File: config.mk
export PLATFORM = sky130hd
export DESIGN_NAME = forwarding_unit
export DESIGN_NICKNAME = d
export VERILOG_FILES = /design/src/rtl/forwarding_unit.sv
export SDC_FILE = /design/constraint.sdc
export NUM_CORES = 1
export LEC_CHECK = 0
export CAP_MARGIN = 20
export CORE_MARGIN = 2
export CORE_UTILIZATION = 43
export DETAILED_ROUTE_END_ITERATION = 10
export GPL_TIMING_DRIVEN = 0
export PLACE_DENSITY = 0.87
export RECOVER_POWER = 25
export SYNTH_ARGS = -nofsm -noshare
export SYNTH_HDL_FRONTEND = slang
export SYNTH_SLANG_ARGS = --single-unit
File: constraint.sdc
create_clock -name clk -period 0.9 [get_ports clk]
set_input_delay 0.135 -clock clk [delete_from_list [all_inputs] [get_ports clk]]
set_output_delay 0.135 -clock clk [all_outputs]
set_load 0.005 [all_outputs]
File: src/rtl/forwarding_unit.sv
// EX-stage bypass selector: picks the youngest in-flight result whose destination matches rs/rt.
// Optional FWD_REG0_GUARD_EN: when defined, register index 0 ($zero) never produces a hit.
module forwarding_unit #(
  parameter int DATA_W = 32,
  parameter int REG_W  = 5
) (
  input  logic              clk,
  input  logic              rst_n,
  input  logic [DATA_W-1:0] data1,
  input  logic [DATA_W-1:0] data2,
  input  logic [REG_W-1:0]  nextRD,
  input  logic [REG_W-1:0]  nextnextRD,
  input  logic [REG_W-1:0]  rs,
  input  logic [REG_W-1:0]  rt,
  output logic [DATA_W-1:0] outData,
  output logic              first,
  output logic              second
);

  logic rd1_valid;
  logic rd2_valid;
  logic hit1;
  logic hit2;

`ifdef FWD_REG0_GUARD_EN
  assign rd1_valid = (nextRD != '0);
  assign rd2_valid = (nextnextRD != '0);
`else
  assign rd1_valid = 1'b1;
  assign rd2_valid = 1'b1;
`endif

  always_comb begin
    hit1 = 1'b0;
    hit2 = 1'b0;
    hit1 = ((nextRD == rs) || (nextRD == rt)) && rd1_valid;
    hit2 = ((nextnextRD == rs) || (nextnextRD == rt)) && rd2_valid;
  end

  // hit1 has priority: the EX/MEM producer is younger than MEM/WB.
  always_ff @(posedge clk or negedge rst_n) begin
    if (!rst_n) begin
      outData <= '0;
      first   <= 1'b0;
      second  <= 1'b0;
    end else begin
      first  <= hit1;
      second <= hit2 & ~hit1;
      if (hit1)
        outData <= data1;
      else if (hit2)
        outData <= data2;
      else
        outData <= '0;
    end
  end

endmodule

# After elaboration in Yosys (flattened, before gate mapping)
# Cells that the tools add are included.
# totals
ff_bits	34
elab_cells	13
inputBits	86
out_inout_bits	34
# classes
bitwise_logic	2
n_eq_ne	4
mux	2
reduce_logical	2
# ops
cell	count
$mux 32	2
$eq 5x5->1	4
$logic_or 1x1->1	2
$and 1x1->1	1
$not 1->1	1

# Logic depth before layout (Yosys ltp)
# depth
word_depth	4
mapped_depth	5
depth_no_buf	4

# Worst setup path after synthesis
# OpenSTA, ideal clock, no wires.
# synth_path
path_kind	input to register
from	input nextRD[2]
to	register outData[10]
stages	5
n_path_buf	1
t_arrival_ns	1.016
setup_slack_ns	-0.196
setup_ns	0.079
t_required_ns	0.821
path_cell_list	xor2_1 nor3_2 a22oi_4 buf_6 mux2i_1
# synth_via
elab_chain_cells	3
elab_cells_between_ends	4
classes_between	eq/ne (2); mux (1); reduce/logical (1)
# synth_lines
element	line	source
start: declaration	11	input logic [REG_W-1:0] nextRD,
$eq 5x5->1	36	hit1 = ((nextRD == rs) || (nextRD == rt)) && rd1_valid;
$logic_or 1x1->1 (*)	36	
$mux 32 (*)	49	if (hit1)
end signal: assignment	50	outData <= data1;
end signal: assignment	52	outData <= data2;
end: declaration	15	output logic [DATA_W-1:0] outData,
# Mark *: on every way between the ends. The rest lies on a longest branch, timed or not.

# Worst setup path after layout
# layout_path
from	input rs[1]
to	register outData[13]
# layout_via
elab_chain_cells	4
elab_cells_between_ends	6
classes_between	eq/ne (2); mux (2); reduce/logical (2)
# layout_lines
element	line	source
start: declaration	13	input logic [REG_W-1:0] rs,
$eq 5x5->1	37	hit2 = ((nextnextRD == rs) || (nextnextRD == rt)) && rd2_valid;
$logic_or 1x1->1	37	
$mux 32	51	else if (hit2)
$mux 32 (*)	49	
# Marks and branches as above.

==> metrics.txt <==
critical path required time 1050 ps; Die Span X between 70 and 80 um; Critical Path AT 1240 ps; Synth Instances approximately 210; TritonCTS clock tree built; unrepaired setup endpoints after global routing yes; design area around 0.0039 mm^2; pin count of the biggest net entering global routing 35; Critical Path Source Type input port; Starting Density between 40% and 50%; normalized max-slew margin 42.5%; post-DP HPWL roughly 4.7 mm; row cnt 26; P per Cell Area between 1000 and 1500 mW/mm^2; Slew Limit Fails 0; cts bufs inserted 5; FF+latch count, synth 34; Num Clock Sinks 34; VDD IR-drop max around 720 uV; setup ws final -189 ps; routed via count approximately 2200; Mapped Area approximately 0.0022 mm^2; DRT iter0 DRCs roughly 130; Worst setup EP type flip-flop; GR Overflow Total 0; PortBufs about 120; post-route ant nets 0; CP startpoint rs[1]; WHS -49.7 ps; P_leak slightly above 2 nW; drt wl/cell roughly 16 um; CP max stage cell nor3_2; Final Hold Vio Count 34; max frequency about 920 MHz; H-tree levels 2; Pwr Total 4.42 mW; sequential element share of the synthesized area a little under two fifths; period utilization 121%; Worst Max-Slew Pin Slew roughly 860 ps; first-pass GRT wire length roughly 11 mm; number of global-route vias before repair between 2000 and 2500; Hold Crit Class input port to async pin; Setup violations, final between 40 and 50; root buffer cell clkbuf_8; Tmin final ~1100 ps; status finished, violations left; Layout Area Growth over Synthesis 74.1%; number of max-cap violations 0; layout cells sized above 1 between 30% and 40%; failing checks negative hold slack, negative setup slack; Worst Path Class, Setup input port to flip-flop; initial antenna violation count 0; syn avg cell area between 10 and 15 um^2; vias per std cell ~5; Clock Pin Slew Worst Setup and Hold Paths about 80 ps; I/O pins 120; Layout Utilization roughly three quarters; CORE AREA between 0.005 and 0.006 mm^2; Routability Congestion around 0.74; DRC 0; Crit Path Max Fanout 5; diode count 0; die area roughly 0.0058 mm^2; Post-layout nets 436; Critical Path, Cell by Cell buf_6 > xor2_2 > nor3_2 > a22oi_4 > buf_12 > buf_8 > mux2i_2; Unique masters post-synth 15; net count after synthesis 298; Die H 76.0 um; GRT Total Usage 23.8%; Longest Clk Path Bufs 2; drt first pass iters 4; Crit path largest cell delay roughly 270 ps; placed inst area ~0.0035 mm^2; YS warnings 0; aggregate routed wire length 6.81 mm
-- per-layer routing --
layer | track usage, % | share of wire (%) | up-vias
li1 | - | - | 1025
met1 | 29.8 | 39 | 1045
met2 | 42.9 | 54 | 86
met3 | 5.69 | 5.4 | 6
met4 | 3.82 | 0.88 | 0
met5 | 0 | 0 | -
-- what timing repair did --
action / 4_1_cts / 5_1_grt
resized for setup: 282 / 9
pin swaps: 33 / 4
buffers inserted: 8 / 1
hold endpoints to repair: 34 / 27
gates cloned: 3 / 1
setup endpoints to repair: 68 / 68
-- layout by cell type, fill, tap and decap left out, types with 3 or more instances in the layout --
| master | netlist | routed |
|---|---|---|
| a32oi_1 | 32 | 26 |
| a32oi_2 | 0 | 6 |
| buf_12 | 0 | 5 |
| buf_2 | 6 | 45 |
| buf_4 | 6 | 13 |
| buf_6 | 6 | 12 |
| buf_8 | 0 | 6 |
| clkbuf_8 | 0 | 6 |
| clkdlybuf4s50_1 | 0 | 64 |
| dfrtp_1 | 34 | 34 |
| inv_1 | 33 | 32 |
| mux2i_1 | 32 | 31 |
| nor2_1 | 4 | 3 |
| nor3b_1 | 32 | 30 |
| xor2_1 | 20 | 5 |
| xor2_2 | 0 | 10 |
| xor2_4 | 0 | 5 |
-- area by class of cell --
class | count | area (um^2)
Sequential cell | 34 | 851
Timing Repair Buffer | 131 | 1160
Multi-Input combinational cell | 127 | 1350
Inverter | 33 | 124
Clock buffer | 7 | 86.3
Buffer | 18 | 209
Tap cell | 70 | 87.6
Clock inverter | 1 | 5.00
Fill cell | 340 | 1160
-- cells by family after synthesis --
family / synth area share, %
buffers and inverters: 12.0
and+or+nand+nor: 13.8
AOI/OAI and AO/OA: 13.9
DFF: 38.2
muxes: 14.4
xor gates and xnor gates: 7.86
-- path summary, 6_finish.rpt --
path / endpoint / cells past startpoint
max: outData[13] / 7
max in group asynchronous: outData[11] / 1
min in group clk: second / 5
min: outData[3] / 1
-- registers in the layout, summed over array words and instances (netlist names) --
name and cells:
first 1, second 1, outData 32
-- critical path: cells and delay by family --
family | cells | cell delay [ps]
and+or+nand+nor | 1 | 270
muxes | 1 | 150
xor gates and xnor gates | 1 | 180
AOI/OAI and AO/OA | 1 | 110
buffers and inverters | 3 | 390
-- through the flow --
step                      setup TNS [ps]  std cells  setup WS [ps]
after floorplan                    -5980        212           -196
after global placement            -68630        401          -1060
after detailed placement          -33680        401          -1040
after CTS                          -4140        419           -153
after global routing               -7440        421           -250
final                              -4660        421           -189
-- Yosys cell counts (all sizes together) --
library cell	number	area share [%]
a22oi	2	1.3
a32oi	32	13
buf	18	6.4
dfrtp	34	38
inv	33	5.6
mux2i	32	14
nor2	4	0.67
nor2b	1	0.28
nor3	4	2.1
nor3b	32	11
xor2	20	7.9
-- power breakdown --
part / internal (mW) / switching, mW
registers: 1.63 / 0.0250
clock network: 0.618 / 0.572
logic: 0.873 / 0.709
total: 3.12 / 1.31
(Power assumes the default switching activity.)
